`src/rtl/seq_pkg.sv`:
```
// rtl/seq_pkg.sv - shared FSM states and default levels for the serial pattern generator
package seq_pkg;

    typedef enum logic [1:0] {
        ST_IDLE  = 2'd0,
        ST_SHIFT = 2'd1,
        ST_DONE  = 2'd2
    } seq_state_e;

    localparam logic DEF_IDLE_LVL = 1'b0;
    localparam int   DEF_RUN_LEN  = 4;

endpackage

```
`src/rtl/run_len_monitor.sv`:
```
// rtl/run_len_monitor.sv - flags when the current w completes a run of RUN_LEN equal values
module run_len_monitor
    import seq_pkg::*;
#(
    parameter int   RUN_LEN  = DEF_RUN_LEN,
    parameter logic IDLE_LVL = DEF_IDLE_LVL
) (
    input  logic clke,
    input  logic rst,
    input  logic w,
    output logic z_exp
);

    localparam int CW = $clog2(RUN_LEN + 1);

    logic [CW-1:0] run_q;
    logic [CW-1:0] run_d;
    logic          prev_q;

    // run_d is the run length including the current w, so z_exp is same-cycle
    always_comb begin
        run_d = CW'(1);
        if (w == prev_q) begin
            if (run_q >= CW'(RUN_LEN)) begin
                run_d = CW'(RUN_LEN);
            end else begin
                run_d = run_q + CW'(1);
            end
        end
    end

    assign z_exp = (run_d == CW'(RUN_LEN));

    always_ff @(posedge clke or posedge rst) begin
        if (rst) begin
            run_q  <= '0;
            prev_q <= IDLE_LVL;
        end else begin
            run_q  <= run_d;
            prev_q <= w;
        end
    end

endmodule

```
`src/rtl/serial_pattern_generator.sv`:
```
// rtl/serial_pattern_generator.sv - MSB-first serialiser with load handshake; SEQGEN_EXPECT_EN adds z_exp
module serial_pattern_generator
    import seq_pkg::*;
#(
    parameter int   WIDTH    = 16,
    parameter int   LEN_W    = 5,
`ifdef SEQGEN_EXPECT_EN
    parameter int   RUN_LEN  = DEF_RUN_LEN,
`endif
    parameter logic IDLE_LVL = DEF_IDLE_LVL
) (
    input  logic             clke,
    input  logic             rst,
    input  logic             load_valid,
    output logic             load_ready,
    input  logic [WIDTH-1:0] load_data,
    input  logic [LEN_W-1:0] load_len,
    output logic             w,
    output logic             w_valid,
    output logic             done,
    output logic             z_exp
);

    seq_state_e       state_q;
    logic [WIDTH-1:0] shreg_q;
    logic [LEN_W-1:0] cnt_q;
    logic             w_q;
    logic             w_valid_q;
    logic             done_q;

    logic [LEN_W-1:0] len_d;
    logic [WIDTH-1:0] aligned_d;

    // Left-justify the pattern so its first bit sits at the shift register MSB
    always_comb begin
        len_d     = (load_len > LEN_W'(WIDTH)) ? LEN_W'(WIDTH) : load_len;
        aligned_d = load_data << (LEN_W'(WIDTH) - len_d);
    end

    assign load_ready = (state_q == ST_IDLE) & ~rst;
    assign w          = w_q;
    assign w_valid    = w_valid_q;
    assign done       = done_q;

    // cnt_q counts bits still to issue after the one currently on w
    always_ff @(posedge clke or posedge rst) begin
        if (rst) begin
            state_q   <= ST_IDLE;
            shreg_q   <= '0;
            cnt_q     <= '0;
            w_q       <= IDLE_LVL;
            w_valid_q <= 1'b0;
            done_q    <= 1'b0;
        end else begin
            case (state_q)
                ST_IDLE: begin
                    done_q <= 1'b0;
                    if (load_valid) begin
                        if (len_d == '0) begin
                            shreg_q <= '0;
                            cnt_q   <= '0;
                            done_q  <= 1'b1;
                            state_q <= ST_DONE;
                        end else begin
                            w_q       <= aligned_d[WIDTH-1];
                            w_valid_q <= 1'b1;
                            shreg_q   <= aligned_d << 1;
                            cnt_q     <= len_d - LEN_W'(1);
                            state_q   <= ST_SHIFT;
                        end
                    end
                end
                ST_SHIFT: begin
                    if (cnt_q == '0) begin
                        w_q       <= IDLE_LVL;
                        w_valid_q <= 1'b0;
                        done_q    <= 1'b1;
                        state_q   <= ST_DONE;
                    end else begin
                        w_q     <= shreg_q[WIDTH-1];
                        shreg_q <= shreg_q << 1;
                        cnt_q   <= cnt_q - LEN_W'(1);
                    end
                end
                ST_DONE: begin
                    done_q  <= 1'b0;
                    state_q <= ST_IDLE;
                end
                default: begin
                    w_q       <= IDLE_LVL;
                    w_valid_q <= 1'b0;
                    done_q    <= 1'b0;
                    state_q   <= ST_IDLE;
                end
            endcase
        end
    end

`ifdef SEQGEN_EXPECT_EN
    run_len_monitor #(
        .RUN_LEN  (RUN_LEN),
        .IDLE_LVL (IDLE_LVL)
    ) u_run_len_monitor (
        .clke  (clke),
        .rst   (rst),
        .w     (w_q),
        .z_exp (z_exp)
    );
`else
    assign z_exp = 1'b0;
`endif

endmodule

```
`config.mk`:
```
export PLATFORM = sky130hd
export DESIGN_NAME = serial_pattern_generator
export DESIGN_NICKNAME = d
export VERILOG_FILES = /design/src/rtl/seq_pkg.sv /design/src/rtl/run_len_monitor.sv /design/src/rtl/serial_pattern_generator.sv
export SDC_FILE = /design/constraint.sdc
export NUM_CORES = 1
export LEC_CHECK = 0
export CAP_MARGIN = 30
export CORE_MARGIN = 5
export CORE_UTILIZATION = 30
export CTS_BUF_LIST = sky130_fd_sc_hd__clkbuf_8
export CTS_CLUSTER_DIAMETER = 50
export DETAILED_ROUTE_END_ITERATION = 6
export PLACE_DENSITY_LB_ADDON = 0.12
export SETUP_SLACK_MARGIN = 0.15
export SLEW_MARGIN = 20
export SYNTH_ARGS = -nofsm -noshare
export SYNTH_HDL_FRONTEND = slang
export SYNTH_SLANG_ARGS = --single-unit
```
`constraint.sdc`:
```
create_clock -name clke -period 3.95 [get_ports clke]
set_input_delay 0.79 -clock clke [delete_from_list [all_inputs] [get_ports clke]]
set_output_delay 0.79 -clock clke [all_outputs]
set_load 0.02 [all_outputs]
```
# Yosys cells after proc, flatten, opt, wreduce, memory -nomap -nowiden

Index checks and enable logic that the tools add are counted.

Register bits after elaboration: 26
Bits of input ports: 24
Word-level logic and storage cells: 53

Add/sub/neg operators: 3
Order comparisons: 1
Eq/ne operators: 6
Shift operators: 1
Mux-type cells: 25
Bitwise logic cells: 3
Reductions and logical operators: 8

Operator list:

| cell                                                                  | count |
|---|---|
| 16-bit two-way mux                                                    | 3 |
| 16-bit case mux with 2 select lines                                   | 1 |
| 5-bit two-way mux                                                     | 4 |
| 16-bit by 5-bit left shift with 16-bit output                         | 1 |
| 5-bit logical NOT                                                     | 2 |
| 5-bit case mux with 2 select lines                                    | 1 |
| 5-bit by 1-bit subtractor with 5-bit output, second input constant    | 2 |
| 1-bit two-way mux                                                     | 9 |
| 2-bit != test, second input constant                                  | 4 |
| 2-bit two-way mux                                                     | 3 |
| 1-bit case mux with 3 select lines                                    | 2 |
| 3-bit AND reduction                                                   | 2 |
| 5-bit greater-than comparator, second input constant                  | 1 |
| 5-bit subtractor, first input constant                                | 1 |
| 2-bit case mux with 2 select lines                                    | 1 |
| 4-bit AND reduction                                                   | 1 |
| 2-bit by 1-bit equality test with 1-bit output, second input constant | 1 |
| 2-bit equality test, second input constant                            | 1 |
| 2-bit logical NOT                                                     | 1 |
| 1-bit NOT                                                             | 2 |
| 1-bit case mux with 2 select lines                                    | 1 |
| 2-bit AND reduction                                                   | 1 |
| 2-bit nonzero test                                                    | 1 |
| 1-bit bitwise AND                                                     | 1 |

# Depth between registers and ports, before layout

Depth in word-level cells: 7
Depth in mapped cells: 14
Gate-level depth less buffers: 11

# Worst setup path after synthesis

Ideal clock, no wire load.

Kind: input to register
Start: in load_len[0]
End: reg shreg_q[5]
Library setup time: 119 ps
Arrival: 2828 ps
Slack: 1003 ps
Stages: 11
Path buffers: 4
Path through: buf_6 > nor2b_4 > buf_6 > inv_12 > ha_1 > clkbuf_1 > buf_2 > mux4_1 > mux2i_1 > o21ai_0 > o21a_1

Word-level cells in the longest chain between the ends: 7
Elaborated cells between the ends (all ways): 8

RTL lines:

| element                                       | RTL line                       | source |
|---|---|---|
| start: declaration                            | serial_pattern_generator.sv:17 | `input logic [LEN_W-1:0] load_len,` |
| 5-bit greater-than comparator                 | serial_pattern_generator.sv:36 | `len_d = (load_len > LEN_W'(WIDTH)) ? LEN_W'(WIDTH) : load_len;` |
| 5-bit two-way mux *                           | serial_pattern_generator.sv:36 |  |
| 5-bit subtractor                              | serial_pattern_generator.sv:37 | `aligned_d = load_data << (LEN_W'(WIDTH) - len_d);` |
| 16-bit by 5-bit left shift with 16-bit output | serial_pattern_generator.sv:37 |  |
| 16-bit two-way mux *                          | serial_pattern_generator.sv:59 | `if (len_d == '0) begin` |
| 16-bit two-way mux *                          | serial_pattern_generator.sv:58 | `if (load_valid) begin` |
| 16-bit case mux with 2 select lines *         | serial_pattern_generator.sv:55 | `case (state_q)` |
| end signal: assignment                        | serial_pattern_generator.sv:67 | `shreg_q <= aligned_d << 1;` |
| end signal: assignment                        | serial_pattern_generator.sv:81 | `shreg_q <= shreg_q << 1;` |
| end: declaration                              | serial_pattern_generator.sv:25 | `logic [WIDTH-1:0] shreg_q;` |

Every way passes the cells marked *; elsewhere a longest branch is shown, timed or not. The select of a mux whose other input is x is not followed.
A chain may end at the register's enable or synchronous reset.

# Final worst setup path

Start: in load_len[4]
End: reg shreg_q[15]

The elaborated chain is that of the path after synthesis.

==> summary.txt <==
Die
  • Die height: ~95 um
  • Initial core utilization: 31.2%
  • Die area: a little under 0.009 mm^2
  • Core box area: 0.00687 mm^2
  • # IOs: 29
  • Die Wd: roughly 95 um
  • Num rows: 30

Yosys
  • Syn avg cell area: 9.67 um^2
  • Synth unique cells: 57
  • Leading area contributor after synthesis: dfrtp_1
  • Area share of the largest cell type after synthesis: 29.2%
  • Synth Instances: between 200 and 250
  • Flops & latches, synth: 25
  • Yosys synthesis warning count: 0
  • Post-synth top flop: dfrtp_1
  • Seq/Total Area, Yosys: 29.2%
  • Syn nets: between 200 and 300
  • Async set-reset flop share out of synthesis: 100%
  • Most frequent cell after synthesis: dfrtp_1
  • EDFF count, synth: 0
  • Most frequent cells after synthesis: dfrtp_1 (25), nor2_1 (21), a21oi_1 (17)
  • Synth top area cells: dfrtp_1 (29%), mux4_1 (13%), mux2i_1 (6.5%)
  • Post-synthesis cell area: roughly 0.0021 mm^2

Setup path
  • Arr. time, crit path: 3.33 ns
  • Reg-to-reg slack, setup: 1.64 ns
  • Worst Path Required: 4.10 ns
  • Crit path kind: in -> reg
  • Max stage delay cell, worst path: mux4_1
  • CP Cell Sequence: clkdlybuf4s50_1 -> nor2b_4 -> inv_12 -> ha_1 -> mux4_1 -> mux2_2 -> o221ai_1 -> o21ai_0
  • Endpoint class of the critical path: flip-flop
  • Worst Reg-to-Reg Cells: 7
  • Crit-path max cell delay: a little over 0.6 ns
  • CP max FO: 10
  • FF-to-FF End: cnt_q[0]$_DFFE_PP0P_
  • FF-to-FF Start: cnt_q[0]$_DFFE_PP0P_
  • Type of origin of the critical path: input port

Placement
  • DP HPWL: ~4600 um
  • Buffers added on ports: 27
  • Setup WS pre-CTS: 0.475 ns
  • GP Congestion: around 0.78

Clock network
  • CTS max path bufs: 2
  • CTS Buf Count: 3
  • Root Buffer: clkbuf_8
  • Cts hold-fix bufs: 0
  • Cts repair resizes: 0
  • Clock latency on the worst-skew pair: 0.27 ns
  • Clock sinks: 25
  • H-Tree Depth: 1
  • Postcts setup bufs: 0
  • CTS tree: done
  • Worst-path clk slew: 0.10 ns

Global routing
  • Initial antenna violation count: 0
  • Gr ovfl total: 0
  • All-Layer GR Usage: around 14%
  • Vias in the first global route: 1985
  • Pin count of the biggest net entering global routing: 20
  • First-pass GRT wire length: 10000 um

Drt
  • Vias per cell: 5.38
  • Initial DRC count: 110
  • DRC errors left: 0
  • WL/cell: between 15 and 20 um
  • Vias: 1861
  • Detailed Routing Iterations Pass 1: 4
  • Antenna viol nets, final: 0
  • Final wirelength: ~5800 um

Timing
  • Slew Limit Headroom: 46.6%
  • Post-route setup TNS: 0 ns
  • Least-Margin Pin Slew: 0.799 ns
  • RSZ-0062 raised after global routing: no
  • Max Slew Vio Count: 0
  • Setup Viol. Count Final: 0
  • Fin crit period: 3.18 ns
  • Clock Skew: 0.00533 ns
  • Final WS setup: 0.774 ns
  • F_max: 315 MHz
  • Hold Violations, Final: 0
  • Fin crit share: 80.4%

Power and ir drop
  • Pwr Total: 1.42 mW
  • Pwr Density: 547 mW/mm^2
  • VDD IR max: 166 uV
  • Leak pwr: about 1.1 nW

Min path
  • Worst Hold Class: reg -> reg
  • Hold Path End: shreg_q[1]$_DFFE_PP0P_
  • Hold_sp: shreg_q[1]$_DFFE_PP0P_
  • Worst hold path depth: 2

Outcome
  • Status: finished clean

Finish
  • Layout Area Growth over Synthesis: 21.2%
  • Share of cells above drive strength 1: around a tenth
  • ANT cells: 0
  • Nets: ~280

Job
  • Max-cap violation count: 0
## state kept, by name, indices dropped and copies added, names as in the netlist
register,count
cnt_q,5
done,1
shreg_q,15
state_q,2
w,1
w_valid,1
## cell usage in the layout (no fill, tap or decap), drive strengths merged, types with 2 or more instances in the layout
master / synthesis / layout
a22o: 2 / 2
o211ai: 2 / 2
o21bai: 2 / 2
o31ai: 2 / 2
nor2b: 4 / 4
nand3: 5 / 5
clkbuf: 6 / 3
nor3: 9 / 9
o21ai: 15 / 15
clkdlybuf4s50: 0 / 27
nor4b: 2 / 2
nand2b: 7 / 7
a221oi: 4 / 4
a22oi: 4 / 4
nor2: 21 / 21
ha: 4 / 4
o21a: 7 / 7
xnor2: 2 / 2
buf: 7 / 10
and3: 2 / 2
mux4: 13 / 13
mux2i: 14 / 14
mux2: 2 / 2
a21oi: 17 / 17
or2: 3 / 3
nand2: 14 / 14
inv: 6 / 6
dfrtp: 25 / 25
## worst max-delay path by stage
| stage | slack (ns) | end | depth (start not counted) | startpoint |
|---|---|---|---|---|
| 3_3_place_gp | 0.55 | shreg_q[15]$_DFFE_PP0P_ | 8 | load_len[4] |
| 4_1_cts | 0.76 | shreg_q[15]$_DFFE_PP0P_ | 8 | load_len[4] |
| 2_1_floorplan | 1.00 | shreg_q[5]$_DFFE_PP0P_ | 11 | load_len[0] |
| 3_5_place_dp | 0.48 | shreg_q[15]$_DFFE_PP0P_ | 8 | load_len[4] |
| 5_1_grt | 0.54 | shreg_q[13]$_DFFE_PP0P_ | 12 | load_len[4] |
| 6_report | 0.77 | shreg_q[15]$_DFFE_PP0P_ | 8 | load_len[4] |
## layout make-up
type	instances	area [um^2]
Tap cell	96	120
Timing Repair Buffer	37	353
Inverter	6	35.0
Sequential cell	25	626
Multi-Input combinational cell	178	1420
Clock inverter	1	7.51
Clock buffer	3	41.3
Fill cell	692	4270
## layer usage
| metal | GRT usage (%) | vias to the layer above | part of all wire (%) |
|---|---|---|---|
| met5 | 0 | - | 0 |
| met4 | 3.49 | 0 | 0.93 |
| met3 | 1.75 | 4 | 3.9 |
| met2 | 22.2 | 51 | 45 |
| met1 | 20.6 | 892 | 50 |
| li1 | - | 914 | - |
## through the flow
stage                     area [um^2]  hold WS (ns)  utilization, %  instances
after floorplan                  2150         0.450               -        222
after global placement           2540         0.467            36.9        341
after detailed placement         2550         0.475            37.1        342
after CTS                        2600         0.498            37.9        346
after global routing             2600         0.533            37.9        346
final                            2600         0.493            37.9        346
## power breakdown
part	internal, mW	total (mW)	switching, mW	leakage (nW)
clock	0.0716	0.161	0.0896	0.0217
combinational	0.362	0.776	0.413	0.729
sequential	0.379	0.486	0.107	0.305
## kinds of logic (layout without fill, tap and decap cells)
group                      after synthesis  count (layout)  share of synthesized area, %
AOI/OAI and AO/OA                       69              69                          21.3
xor gates and xnor gates                 2               2                         0.816
adders and majority gates                4               4                          2.33
buffers and inverters                   19              47                          5.13
DFF                                     25              25                          29.2
muxes                                   29              29                          23.1
other                                    1               1                         0.175
and+or+nand+nor                         73              73                          17.9
## critical path, delay by kind of cell
family | cells | cell delay (ns)
mux | 2 | 0.90
buf+inv | 2 | 0.62
fa+ha+maj | 1 | 0.48
simple gates | 1 | 0.27
compound gates | 2 | 0.25
Power figures use the tool's default switching activity.
